[src/rtl/simd_mac_fu_if.sv]
// Issue and write-back bundle of the SIMD MAC functional unit; slave is the FU side.
interface simd_mac_fu_if #(
    parameter int XLEN          = 32,
    parameter int TRANS_ID_BITS = 3
);
    logic                     valid_i;
    logic                     ready_o;
    logic [1:0]               operation_i;
    logic                     b_signed_i;
    logic [XLEN-1:0]          operand_a_i;
    logic [XLEN-1:0]          operand_b_i;
    logic [TRANS_ID_BITS-1:0] trans_id_i;
    logic [XLEN-1:0]          result_o;
    logic                     valid_o;
    logic [TRANS_ID_BITS-1:0] trans_id_o;

    modport slave (
        input  valid_i, operation_i, b_signed_i, operand_a_i, operand_b_i, trans_id_i,
        output ready_o, result_o, valid_o, trans_id_o
    );

    modport master (
        output valid_i, operation_i, b_signed_i, operand_a_i, operand_b_i, trans_id_i,
        input  ready_o, result_o, valid_o, trans_id_o
    );
endinterface

[src/rtl/simd_mac_fu.sv]
// SIMD dot-product / MAC unit, 2-cycle latency, 1 op/cycle, never backpressures (ready_o = 1).
// Define MAC_SAT_EN to saturate the accumulator on ACC overflow instead of wrapping.
module simd_mac_fu #(
    parameter int XLEN          = 32,
    parameter int ELEM_W        = 8,
    parameter int TRANS_ID_BITS = 3
) (
    input  logic              clk_i,
    input  logic              rst_i,
    input  logic              flush_i,
    simd_mac_fu_if.slave      fu_io,
    output logic              ovf_o
);
    localparam int LANES = XLEN / ELEM_W;
    localparam int PW    = 2 * ELEM_W + 2;
    localparam int SW    = PW + $clog2(LANES);

    typedef enum logic [1:0] {OP_INIT = 2'b00, OP_ACC = 2'b01, OP_DOT = 2'b10, OP_READ = 2'b11} op_e;

    logic                          accept;
    logic [LANES-1:0][PW-1:0]      prod_d, prod_q;
    logic                          s1_vld_q;
    op_e                           s1_op_q;
    logic [TRANS_ID_BITS-1:0]      s1_tid_q;
    logic [XLEN-1:0]               s1_a_q;

    logic signed [PW-1:0]          a_x, b_x;
    logic signed [SW-1:0]          dot_sum;
    logic signed [XLEN:0]          dot_x, acc_x, sum_x;
    logic                          sum_ovf;
    logic [XLEN-1:0]               acc_new;
    logic                          fire;

    logic [XLEN-1:0]               acc_d, acc_q;
    logic                          ovf_d, ovf_q;
    logic [XLEN-1:0]               res_d, res_q;
    logic [TRANS_ID_BITS-1:0]      tid_d, tid_q;
    logic                          vld_d, vld_q;

    assign accept = fu_io.valid_i & ~flush_i;

    // A lanes are always signed; B lanes are sign- or zero-extended per instruction.
    always_comb begin
        prod_d = '0;
        a_x    = '0;
        b_x    = '0;
        for (int i = 0; i < LANES; i++) begin
            a_x = {{(PW-ELEM_W){fu_io.operand_a_i[i*ELEM_W+ELEM_W-1]}},
                   fu_io.operand_a_i[i*ELEM_W +: ELEM_W]};
            b_x = {{(PW-ELEM_W){fu_io.b_signed_i & fu_io.operand_b_i[i*ELEM_W+ELEM_W-1]}},
                   fu_io.operand_b_i[i*ELEM_W +: ELEM_W]};
            prod_d[i] = a_x * b_x;
        end
    end

    always_ff @(posedge clk_i) begin
        if (rst_i) begin
            s1_vld_q <= 1'b0;
            s1_op_q  <= OP_INIT;
            s1_tid_q <= '0;
            s1_a_q   <= '0;
            prod_q   <= '0;
        end else begin
            s1_vld_q <= accept;
            if (accept) begin
                s1_op_q  <= op_e'(fu_io.operation_i);
                s1_tid_q <= fu_io.trans_id_i;
                s1_a_q   <= fu_io.operand_a_i;
                prod_q   <= prod_d;
            end
        end
    end

    always_comb begin
        dot_sum = '0;
        for (int i = 0; i < LANES; i++) begin
            dot_sum = dot_sum + SW'($signed(prod_q[i]));
        end
        dot_x   = (XLEN+1)'(dot_sum);
        acc_x   = (XLEN+1)'($signed(acc_q));
        sum_x   = acc_x + dot_x;
        sum_ovf = sum_x[XLEN] ^ sum_x[XLEN-1];
`ifdef MAC_SAT_EN
        // The XLEN+1-bit sum cannot itself overflow, so its MSB gives the true sign.
        if (sum_ovf) begin
            acc_new = sum_x[XLEN] ? {1'b1, {(XLEN-1){1'b0}}} : {1'b0, {(XLEN-1){1'b1}}};
        end else begin
            acc_new = sum_x[XLEN-1:0];
        end
`else
        acc_new = sum_x[XLEN-1:0];
`endif
    end

    assign fire = s1_vld_q & ~flush_i;

    always_comb begin
        acc_d = acc_q;
        ovf_d = ovf_q;
        res_d = res_q;
        tid_d = tid_q;
        vld_d = fire;
        if (fire) begin
            tid_d = s1_tid_q;
            case (s1_op_q)
                OP_INIT: begin
                    acc_d = s1_a_q;
                    ovf_d = 1'b0;
                    res_d = s1_a_q;
                end
                OP_ACC: begin
                    acc_d = acc_new;
                    ovf_d = ovf_q | sum_ovf;
                    res_d = acc_new;
                end
                OP_DOT:  res_d = dot_x[XLEN-1:0];
                OP_READ: res_d = acc_q;
            endcase
        end
    end

    always_ff @(posedge clk_i) begin
        if (rst_i) begin
            acc_q <= '0;
            ovf_q <= 1'b0;
            res_q <= '0;
            tid_q <= '0;
            vld_q <= 1'b0;
        end else begin
            acc_q <= acc_d;
            ovf_q <= ovf_d;
            res_q <= res_d;
            tid_q <= tid_d;
            vld_q <= vld_d;
        end
    end

    assign fu_io.ready_o    = 1'b1;
    assign fu_io.result_o   = res_q;
    assign fu_io.valid_o    = vld_q;
    assign fu_io.trans_id_o = tid_q;
    assign ovf_o            = ovf_q;
endmodule

[src/flat_wrapper.sv]
// flat-port wrapper written by rule: the top's interface ports become plain ports
module simd_mac_fu_flat 
#(
    parameter int XLEN          = 32,
    parameter int ELEM_W        = 8,
    parameter int TRANS_ID_BITS = 3
)
  (clk_i, rst_i, flush_i, ovf_o, fu_io_valid_i, fu_io_operation_i, fu_io_b_signed_i, fu_io_operand_a_i, fu_io_operand_b_i, fu_io_trans_id_i, fu_io_ready_o, fu_io_result_o, fu_io_valid_o, fu_io_trans_id_o);
  simd_mac_fu_if #(.XLEN(XLEN), .TRANS_ID_BITS(TRANS_ID_BITS)) fu_io_i ();
  input  logic clk_i;
  input  logic rst_i;
  input  logic flush_i;
  output logic ovf_o;
  input wire logic [$bits(fu_io_i.valid_i)-1:0] fu_io_valid_i;
  input wire logic [$bits(fu_io_i.operation_i)-1:0] fu_io_operation_i;
  input wire logic [$bits(fu_io_i.b_signed_i)-1:0] fu_io_b_signed_i;
  input wire logic [$bits(fu_io_i.operand_a_i)-1:0] fu_io_operand_a_i;
  input wire logic [$bits(fu_io_i.operand_b_i)-1:0] fu_io_operand_b_i;
  input wire logic [$bits(fu_io_i.trans_id_i)-1:0] fu_io_trans_id_i;
  output wire logic [$bits(fu_io_i.ready_o)-1:0] fu_io_ready_o;
  output wire logic [$bits(fu_io_i.result_o)-1:0] fu_io_result_o;
  output wire logic [$bits(fu_io_i.valid_o)-1:0] fu_io_valid_o;
  output wire logic [$bits(fu_io_i.trans_id_o)-1:0] fu_io_trans_id_o;
  assign fu_io_i.valid_i = fu_io_valid_i;
  assign fu_io_i.operation_i = fu_io_operation_i;
  assign fu_io_i.b_signed_i = fu_io_b_signed_i;
  assign fu_io_i.operand_a_i = fu_io_operand_a_i;
  assign fu_io_i.operand_b_i = fu_io_operand_b_i;
  assign fu_io_i.trans_id_i = fu_io_trans_id_i;
  assign fu_io_ready_o = fu_io_i.ready_o;
  assign fu_io_result_o = fu_io_i.result_o;
  assign fu_io_valid_o = fu_io_i.valid_o;
  assign fu_io_trans_id_o = fu_io_i.trans_id_o;
  simd_mac_fu #(.XLEN(XLEN), .ELEM_W(ELEM_W), .TRANS_ID_BITS(TRANS_ID_BITS)) u_core (.clk_i(clk_i), .rst_i(rst_i), .flush_i(flush_i), .fu_io(fu_io_i), .ovf_o(ovf_o));
endmodule
[config.mk]
export PLATFORM = sky130hd
export DESIGN_NAME = simd_mac_fu_flat
export DESIGN_NICKNAME = d
export VERILOG_FILES = /design/src/rtl/simd_mac_fu_if.sv /design/src/rtl/simd_mac_fu.sv /design/src/flat_wrapper.sv
export SDC_FILE = /design/constraint.sdc
export NUM_CORES = 1
export LEC_CHECK = 0
export ABC_AREA = 1
export CAP_MARGIN = 20
export CORE_ASPECT_RATIO = 1.75
export CORE_UTILIZATION = 59
export DETAILED_ROUTE_END_ITERATION = 6
export DONT_BUFFER_PORTS = 1
export PLACE_DENSITY = 0.8
export SLEW_MARGIN = 15
export SYNTH_ARGS = -nofsm -noshare
export SYNTH_HDL_FRONTEND = slang
export SYNTH_SLANG_ARGS = --single-unit
[constraint.sdc]
create_clock -name clk_i -period 6.75 [get_ports clk_i]
set_clock_uncertainty 0.1 [all_clocks]
set_input_delay 0.3375 -clock clk_i [delete_from_list [all_inputs] [get_ports clk_i]]
set_output_delay 0.3375 -clock clk_i [all_outputs]
set_load 0.05 [all_outputs]
After elaboration in Yosys (flattened, before gate mapping)
Cells that the tools add are included.
- bits in registers: 175
- bits in latches: 0
- memory bits (writable): 0
- memory bits (read-only): 0
- output and inout port bits: 38
- memories kept: 0
- $add $sub $neg: 4
- multiply operators: 4
- divide/modulo/power cells: 0
- magnitude comparators: 0
- eq/ne operators: 3
- shift-type cells: 0
- muxes and demuxes: 3
- bitwise gates (word level): 9
- reductions and logical operators: 3
- operators by type and width (cell ; count):
    32-bit one-hot mux with 4 select lines ; 1
    8-bit by 9-bit multiplier with 17-bit output ; 4
    32-bit one-hot mux with 2 select lines ; 1
    32-bit by 20-bit adder with 33-bit output ; 1
    20-bit by 17-bit adder with 20-bit output ; 1
    18-bit by 17-bit adder with 19-bit output ; 1
    17-bit by 17-bit adder with 18-bit output ; 1
    1-bit bitwise AND ; 6
    2-bit == test (second input constant) ; 2
    2-bit by 1-bit == test with 1-bit output (second input constant) ; 1
    2-bit logical NOT ; 1
    1-bit one-hot mux with 2 select lines ; 1
    2-bit AND reduction ; 1
    2-bit nonzero test ; 1
    1-bit NOT ; 1
    1-bit OR ; 1
    1-bit bitwise XOR ; 1

Depth between registers and ports, before layout
Gate-level depths: netlist (run 1).
- word-level depth: 7
- gate-level depth with buffers: 37
- mapped depth without buffers: 37

Worst setup path before layout (run 1)
No wires, ideal clock.
- kind: flip-flop to flip-flop
- start point: register u_core.prod_q[1] (netlist name)
- end point: register u_core.res_q[31] (netlist: u_core.fu_io.result_o[31])
- setup time: 0.067 ns
- arrival: 5.138 ns
- setup slack: 1.445 ns
- cell stages (with the launch flop): 34
- buffers on the path: 0
- period minus slack after synthesis: 5.305 ns
- path through: dfxtp_1 -> fa_1 -> ha_1 -> fa_1 -> nand3_1 -> nand2_1 -> a21boi_1 -> o21ai_0 -> a31oi_1 -> o21ai_1 -> xor2_1 -> ha_1 -> nand2_2 -> inv_1 -> nand2_1 -> nand2_1 -> a21oi_1 -> nand3_1 -> nand2_2 -> and2_1 -> ha_1 -> nand2_1 -> inv_1 -> nand2_1 -> nand2_1 -> a21oi_1 -> nor2_1 -> nor2_1 -> nand2_1 -> nand2_1 -> nand3_1 -> nand3_1 -> nand2_1 -> a21oi_2
- longest elaborated chain between the ends: 5
- RTL lines (what ; RTL line ; text):
    from (decl) ; simd_mac_fu.sv:21 ; logic [LANES-1:0][PW-1:0] prod_d, prod_q;
    from (signal assigned) ; simd_mac_fu.sv:69 ; prod_q <= prod_d;
    17-bit by 17-bit adder with 18-bit output (*) ; simd_mac_fu.sv:77 ; dot_sum = dot_sum + SW'($signed(prod_q[i]));
    18-bit by 17-bit adder with 19-bit output (*) ; simd_mac_fu.sv:77 ;
    20-bit by 17-bit adder with 20-bit output (*) ; simd_mac_fu.sv:77 ;
    32-bit by 20-bit adder with 33-bit output ; simd_mac_fu.sv:81 ; sum_x = acc_x + dot_x;
    32-bit one-hot mux with 4 select lines (*) ; simd_mac_fu.sv:105 ; case (s1_op_q)
    to (signal assigned) ; simd_mac_fu.sv:132 ; res_q <= res_d;
    to (decl) ; simd_mac_fu.sv:36 ; logic [XLEN-1:0] res_d, res_q;
Mark *: on every way between the ends. The rest lies on a longest branch, timed or not.
A chain may end at the register's enable or synchronous reset.

Worst setup path in the final report (run 1)
Same ends and word-level chain as after synthesis.

==> results summary, run 1 <==
The library cell used most frequently in the layout, excluding fill and tap cells, is nand2_1. The master cell of the clock root buffer is clkbuf_16. TritonCTS built the clock tree. Synthesis instantiated 46 different standard cells from the library.

The count of filler cells inserted in the layout is between 3000 and 4000. The post-synthesis cell type with the largest combined area is fa_1. The fraction of synthesis flops using an asynchronous set or reset pin is 0%. In this run switching power makes up between 50% and 60% of total power.

The via count of the first global-routing pass was 21734. Detailed placement finished with a half-perimeter wire length of 55400 um. By area the synthesized netlist is led by fa_1, dfxtp_1, nand2_1. Row generation in the floorplan step produced 94 rows. The slowest stage of the critical path is the fa_1 cell. The internal power of the cells totals 3.56 mW.

The number of hold-slack violations in the final timing report came out at 0. After routing, the total negative slack on setup checks comes to 0 ns. The cell count of the worst hold path came out at 2. The pin slew with the least headroom to its limit came out at 1.14 ns. The worst hold-check slack is between 0.02 and 0.03 ns.

The highest metal layer with signal wires is met5. The net switching component of the power came out at around 4.1 mW. The area share of and/or/nand/nor cells after synthesis came out at 22.6%. The total number of vias came out at 20747. The floorplan die width is about 150 um. The count of nets left with antenna violations after detail routing came out at 0.

The cell area that synthesis handed to floorplanning was 22800 um2. The critical path contains buffers and inverters numbering 2 combined. For this run, design rule violations remaining after detail routing come to 0. The areal power density over the cells is 319 nW/um2. At the worst endpoint, the required time is ~7 ns. The height of the die is ~260 um. STA classifies the critical path endpoint as a flip-flop.

In this run the register-to-register setup slack is roughly 0.48 ns. The area enclosed by the die boundary came out at 39400 um2. In this run the critical register-to-register path is launched from u_core.prod_q[1]$_SDFFE_PP0P_. Across the VDD grid, the largest voltage drop is 0.189 mV.

The count of warnings emitted by yosys came out at 0. The top-level I/O count came out at between 100 and 150. For this run, the slowest stage of the critical path takes approximately 0.47 ns. The total nets after synthesis is 3787. The floorplan core area came out at roughly 38000 um2. The total grt overflow came out at 0. The number of buffers added for setup after CTS is 0. The final clock period utilization by the worst path is ~93%. The number of cells on the worst reg-to-reg path came out at 32. Counting flops with a built-in enable in the synthesized netlist gives 0. The mean instance size in the synthesized netlist is 6.99 um2. The global-route total usage across every layer came out at 36.4%. The initial antenna violation count is 1. The critical path's most frequent cell is nand2_1.

The worst setup path is launched from a flip-flop. The mux contribution to synthesized area is 0%. The data arrival time of the critical path came out at ~6.5 ns. Based on the critical path, the design can be clocked at up to 0.159 GHz.

From synthesis to final layout, the design area changed by 4.85%. The time the final worst path needs with I/O delays and setup is 6.27 ns. The reported max-cap violation count is 0. The static power due to leakage is 13.0 nW. The combinational fraction of design power is about 71%. The initial cell density of the core came out at 60.3%. Input and output buffers added on the ports amount to 0.

The worst hold path begins at fu_io_operation_i[0]. The routed metal-1 wirelength came out at approximately 22000 um. The number of slew-limit violations in the final report came out at 0. The count of clock tree sinks is 175.

The critical path class is flip-flop to flip-flop. The top fanout value on the critical path is 8. After synthesis, the largest family of logic cells by area is adder cells. The synthesized netlist devotes 3.19% of its cell area to XOR and XNOR gates. The share of the synthesized area in the top cell type came out at around a quarter. Setup violations remaining at the end of the flow were counted as 0.

The number of nets in the layout came out at 3721. The final wirelength is between 60000 and 70000 um. In the detailed route, the total length drawn on met2 is 36500 um. The tightest min-delay check is of the primary input to flip-flop type. The routed wire length on met3 is 3760 um. Synthesis inferred 175 register bits. The pin count of the biggest net entering global routing came out at 102.

The number of cells produced by synthesis is 3257. The register area share after synthesis came out at 15.4%. The synthesized-area fraction occupied by ao, oa, aoi and oai cells is 11.0%.

The synthesized netlist devotes 33.8% of its cell area to adder and majority cells. The total non-filler cell area in the finished layout is about 24000 um2. The placed instances occupy a cell area of 23000 um2. The total power consumption of the routed design is 7.61 mW. The library cells used most frequently in the layout, excluding fill and tap cells, are nand2_1, inv_1, fa_1, nor2_1, a21oi_1. For hold timing, the worst endpoint is u_core.s1_op_q[0]$_SDFFE_PP0P_. The pre-antenna-repair detailed-routing pass consisted of 7 iterations. The global placer's final weighted congestion came out at approximately 1. The H-tree generated during clock tree synthesis spans 4 levels. The number of vias per cell after detailed routing is 5.63.

The number of buffers added by the clock tree synthesis step is 17. In this run the critical register-to-register path is captured at u_core.fu_io.result_o[31]$_SDFFE_PP0P_. The maximum count of clock buffers along a single path came out at 2. The detailed router finished its first iteration with ~1200 violations. Measured against its own limit, the worst slew margin works out to 23.2%.

The kind of cell with the highest combined delay along the critical path is simple AND/OR/NAND/NOR gates. Among all flip-flop cells after synthesis, the most frequent one is dfxtp_1. The first-pass GRT wire length came out at around 110000 um. The fraction of power consumed by the clock network is around 13%. The flow ran to the end, and the final reports show no timing, DRC or antenna violations. The wire length per cell after detailed routing came out at ~19 um. Of the cells placed in the final design, the portion with a size suffix greater than 1 is 3.40%. The clock transition at the registers of the reported paths is 0.07 ns. Setup repair after global routing left no endpoint under its margin. The sequential share of power is around 16%. The clock reaches the later pin of the worst-skew pair after 0.46 ns.
[final cells by class]
class	count	area, um2	share of cell area [%]
clock buffer	18	429	1.80
inverter	721	2710	11.3
multi-input combinational	2235	16100	67.4
timing repair buffer	41	403	1.69
sequential	175	3500	14.7
antenna	3	7.51	0.0315
clock inverter	13	123	0.514
tap	480	601	2.52
[worst reg2reg max path, delay by kind of cell (launching register included)]
| kind | cells | cell delay (ns) |
|---|---|---|
| AO/OA/AOI/OAI | 5 | 0.84 |
| XOR/XNOR | 1 | 0.15 |
| adder cells (fa/ha/maj) | 5 | 1.92 |
| buffers and inverters | 2 | 0.36 |
| flip-flops | 1 | 0.33 |
| AND/OR/NAND/NOR | 19 | 2.49 |
[how the worst max path moves through the flow]
stage | slack, ns | to | cells after the start | startpoint
global route | 0.01 | u_core.fu_io.result_o[24]$_SDFFE_PP0P_ | 31 | u_core.prod_q[1]$_SDFFE_PP0P_
detailed placement | 0.48 | u_core.fu_io.result_o[21]$_SDFFE_PP0P_ | 31 | u_core.prod_q[1]$_SDFFE_PP0P_
global placement | 0.51 | u_core.fu_io.result_o[21]$_SDFFE_PP0P_ | 31 | u_core.prod_q[1]$_SDFFE_PP0P_
CTS | 0.45 | u_core.fu_io.result_o[21]$_SDFFE_PP0P_ | 31 | u_core.prod_q[1]$_SDFFE_PP0P_
floorplan | 1.44 | u_core.fu_io.result_o[31]$_SDFFE_PP0P_ | 33 | u_core.prod_q[1]$_SDFFE_PP0P_
finish | 0.48 | u_core.fu_io.result_o[31]$_SDFFE_PP0P_ | 32 | u_core.prod_q[1]$_SDFFE_PP0P_
[cells by family (layout without fill, tap and decap cells)]
logic type | after synthesis | in the layout
AND/OR/NAND/NOR | 1239 | 1239
buffers and inverters | 847 | 793
adder cells (fa/ha/maj) | 456 | 456
AO/OA/AOI/OAI | 456 | 456
flip-flops | 175 | 175
XOR/XNOR | 83 | 83
other | 1 | 4
[power by group through the flow]
stage	combinational [mW]	clock [mW]	sequential (mW)
floorplan	4.04	0	1.21
global placement	5.23	0	1.24
detailed placement	5.33	0	1.24
CTS	5.40	0.971	1.22
global route	6.12	1.01	1.23
finish	5.43	0.965	1.22
[layer usage]
metal,track usage [%],vias to the layer above
met1,35.4,9901
met5,0,-
met2,67.6,744
met3,5.89,288
li1,-,9812
met4,28.1,2
[sequential cells by signal (all words and copies together) (netlist names)]
signal and count:
u_core.prod_q 68, u_core.acc_q 32, u_core.fu_io.result_o 32, u_core.s1_a_q 32, u_core.fu_io.trans_id_o 3, u_core.s1_tid_q 3
u_core.s1_op_q 2, u_core.fu_io.valid_o 1, u_core.ovf_o 1, u_core.s1_vld_q 1
[stage by stage]
step,setup slack (ns),std cells,utilization [%]
after floorplan,1.44,3257,-
after global placement,0.509,3621,60.8
after detailed placement,0.481,3621,60.8
after CTS,0.451,3683,63.2
after global routing,0.0109,3683,63.2
final,0.478,3686,63.2
[cells in the mapped netlist (all sizes together) (11+ instances only)]
master and instances:
or2 38, o21bai 13, a31oi 26, xor2 45
ha 191, inv 719, a21oi 211, o221ai 13
dfxtp 175, nor2 246, nand2 774, o21ai 159
nand3 112, fa 265, clkbuf 114, a21o 11
and2 16, nand4 33, buf 12, xnor2 38
[repair_timing]
action,4_1_cts,5_1_grt
endpoints found under the setup margin,0,3
gates resized for setup,0,3
hold buffers,31,0
endpoints found under the hold margin,100,0
No activity file was read; power rests on OpenSTA's default activity.
==> inputs of run 2 (changes only) <==
Settings changed: BUFFER_PORTS_ARGS set to -buffer_cell sky130_fd_sc_hd__buf_2, DONT_BUFFER_PORTS 1 to unset, PLACE_DENSITY 0.8 to 0.82.
==> results summary, run 2 (synthesis results as in run 1) <==
At the worst endpoint, the arrival time is 6.51 ns. The top fanout value on the critical path is 9. The critical path startpoint category is a flip-flop. The sequential share of power is 15.5%. The slowest stage of the critical path belongs to the cell fa_1. More flip-flops sit in one register than any other, and that register is u_core.prod_q. Setup repair after global routing left no endpoint under its margin. The global-route total usage across every layer came out at a little under two fifths.

The initialized floorplan defines 94 standard-cell rows. For this run, global-route usage on met3 was measured as roughly 5.3%. The number of port buffers is 110. The worst pin sits at a relative slew slack of 21.8%. The floorplan die width came out at 150 um. The starting DRC count in detailed routing is 1128. The tightest min-delay check is of the primary input to flip-flop type. The met2 demand-to-capacity share in global routing is about 69%. The required time of the critical path is about 7.0 ns. The source-to-sink clock delay at the later pin of the worst-skew pair came out at 0.47 ns. In this run the static leakage power is 13.4 nW. The number of buffers added by the clock tree synthesis step came out at 17.

The first-pass GRT wire length came out at 110000 um. Power comes to 7.76 mW. Clock tree synthesis found a total of between 150 and 200 sinks. The time the final worst path needs with I/O delays and setup came out at 6.22 ns. The most used routing layer in global routing is met2. The pin slew with the least headroom to its limit came out at 1.16 ns. The net switching component of the power came out at 4.17 mW. The number of antenna diodes in the final layout is 0.

After detailed routing, the number of remaining DRC violations is 1. The iteration count of the initial detailed-routing pass is 7. The congestion estimate from routability-driven global placement came to 1.07. After detailed routing, the average wire length per cell comes to 18.3 um. The initial antenna violation count came out at 1. In this run switching power makes up 53.8% of total power. The longest individual stage delay on the worst path is 0.49 ns. Cells with a size suffix above 1 make up 6.75% of the layout. The number of slew-limit violations in the final report is 0. The area growth from synthesis to layout is 6.07%. TritonCTS built the clock tree.

The number of nets in the layout came out at 3804. The final reports fail on DRC. Max-cap violations in this run came to 0.

The H-tree generated during clock tree synthesis spans 4 levels. The number of hold-slack violations in the final timing report came to 0. The count of nets left with antenna violations after detail routing is 0. The internal power of the cells totals ~3.6 mW.

The maximum frequency from static timing analysis is approximately 0.16 GHz. The most common cell after layout, fill and taps aside is nand2_1. The run finished, with violations left. The height of the die came out at around 260 um. In the layout the commonest cells are nand2_1, inv_1, fa_1, nor2_1, a21oi_1. In this run the power density over the cells is 321 nW/um2. The combinational fraction of design power is a little under three quarters. The register with the most flip-flops in the layout has 68 of them. The worst setup path is of the flip-flop to flip-flop kind. The final cell count without fillers is approximately 3800.

The maximum count of clock buffers along a single path came out at 2. The number of setup violations in the final report came out at 0. The initial cell density of the core came out at between 60% and 70%. The tree is rooted in a clkbuf_16.

The estimated wirelength of the detail-placed design is 56500 um. The top-level I/O count is ~110. In the global route stage, met1 resource usage came out at about 36%. The via count of the first global-routing pass is 21888. The fraction of power consumed by the clock network came out at 13.1%. The worst-case setup slack after placement came out at 0.523 ns. The total grt overflow is 0. In this design, the critical path's most frequently occurring cell is nand2_1. The final clock period utilization by the worst path is 92.2%. The total negative slack came out at 0 ns. The endpoint class of the critical path is a flip-flop. The peak supply drop came out at 0.194 mV. The slack of the critical path is 0.527 ns. The pin count of the biggest net entering global routing is 93. The area enclosed by the die boundary is 39400 um2. Wires add up to 69000 um. The number of vias per cell after detailed routing came out at 5.58.

The count of placed standard cells including taps came out at 3735. The clock transition at the registers of the reported paths came out at 0.08 ns. The total number of vias is 21030. The floorplan core area is 37800 um2.
[run 2: area by class of cell]
class,count,area (um2)
timing repair buffer,124,656
clock buffer,17,425
clock inverter,15,169
inverter,721,2710
tap,480,601
sequential,175,3500
fill,3420,13600
multi-input combinational,2235,16100
[run 2: layer usage]
layer | vias to the layer above | wire (um)
met2 | 726 | 36700
li1 | 9968 | -
met3 | 294 | 3590
met4 | 2 | 5780
met1 | 10040 | 22900
met5 | - | 12
[run 2: worst paths after layout]
check	startpoint	slack, ns	to	depth (start not counted)
worst max register to register	u_core.prod_q[1]$_SDFFE_PP0P_	0.53	u_core.fu_io.result_o[27]$_SDFFE_PP0P_	31
worst min register to register	u_core.ovf_o$_SDFFE_PP0P_	0.36	u_core.ovf_o$_SDFFE_PP0P_	2
worst min-delay path	fu_io_trans_id_i[0]	0.02	u_core.s1_tid_q[0]$_SDFFE_PP0P_	3
worst max-delay path	u_core.prod_q[1]$_SDFFE_PP0P_	0.53	u_core.fu_io.result_o[27]$_SDFFE_PP0P_	31
[run 2: worst max-delay path: cells and delay by family (launching register included)]
family	cells	cell delay, ns
adder cells (fa/ha/maj)	5	2.00
AO/OA/AOI/OAI	6	1.03
flip-flops	1	0.33
XOR/XNOR	1	0.15
buffers and inverters	1	0.22
AND/OR/NAND/NOR	18	2.31
[run 2: power by group through the flow]
stage	logic (mW)	clock network, mW	registers [mW]
floorplan	4.04	0	1.21
global placement	5.36	0	1.22
detailed placement	5.45	0	1.22
CTS	5.49	1.02	1.20
global route	6.24	1.06	1.21
finish	5.54	1.02	1.20
[run 2: timing repair]
action                                  in CTS  in global routing
hold buffers                                 0                  0
endpoints found under the setup margin       0                  1
gates resized for setup                      0                  1
buffers inserted                             0                  0
[run 2: through the flow]
step | instance area, um2 | util (%) | hold slack [ns]
after CTS | 24100 | 63.9 | 0.0155
after global routing | 24100 | 64.0 | 0.0296
final | 24100 | 64.0 | 0.0230
after detailed placement | 23500 | 62.4 | 0.351
after floorplan | 22800 | - | 0.336
after global placement | 23500 | 62.4 | 0.349
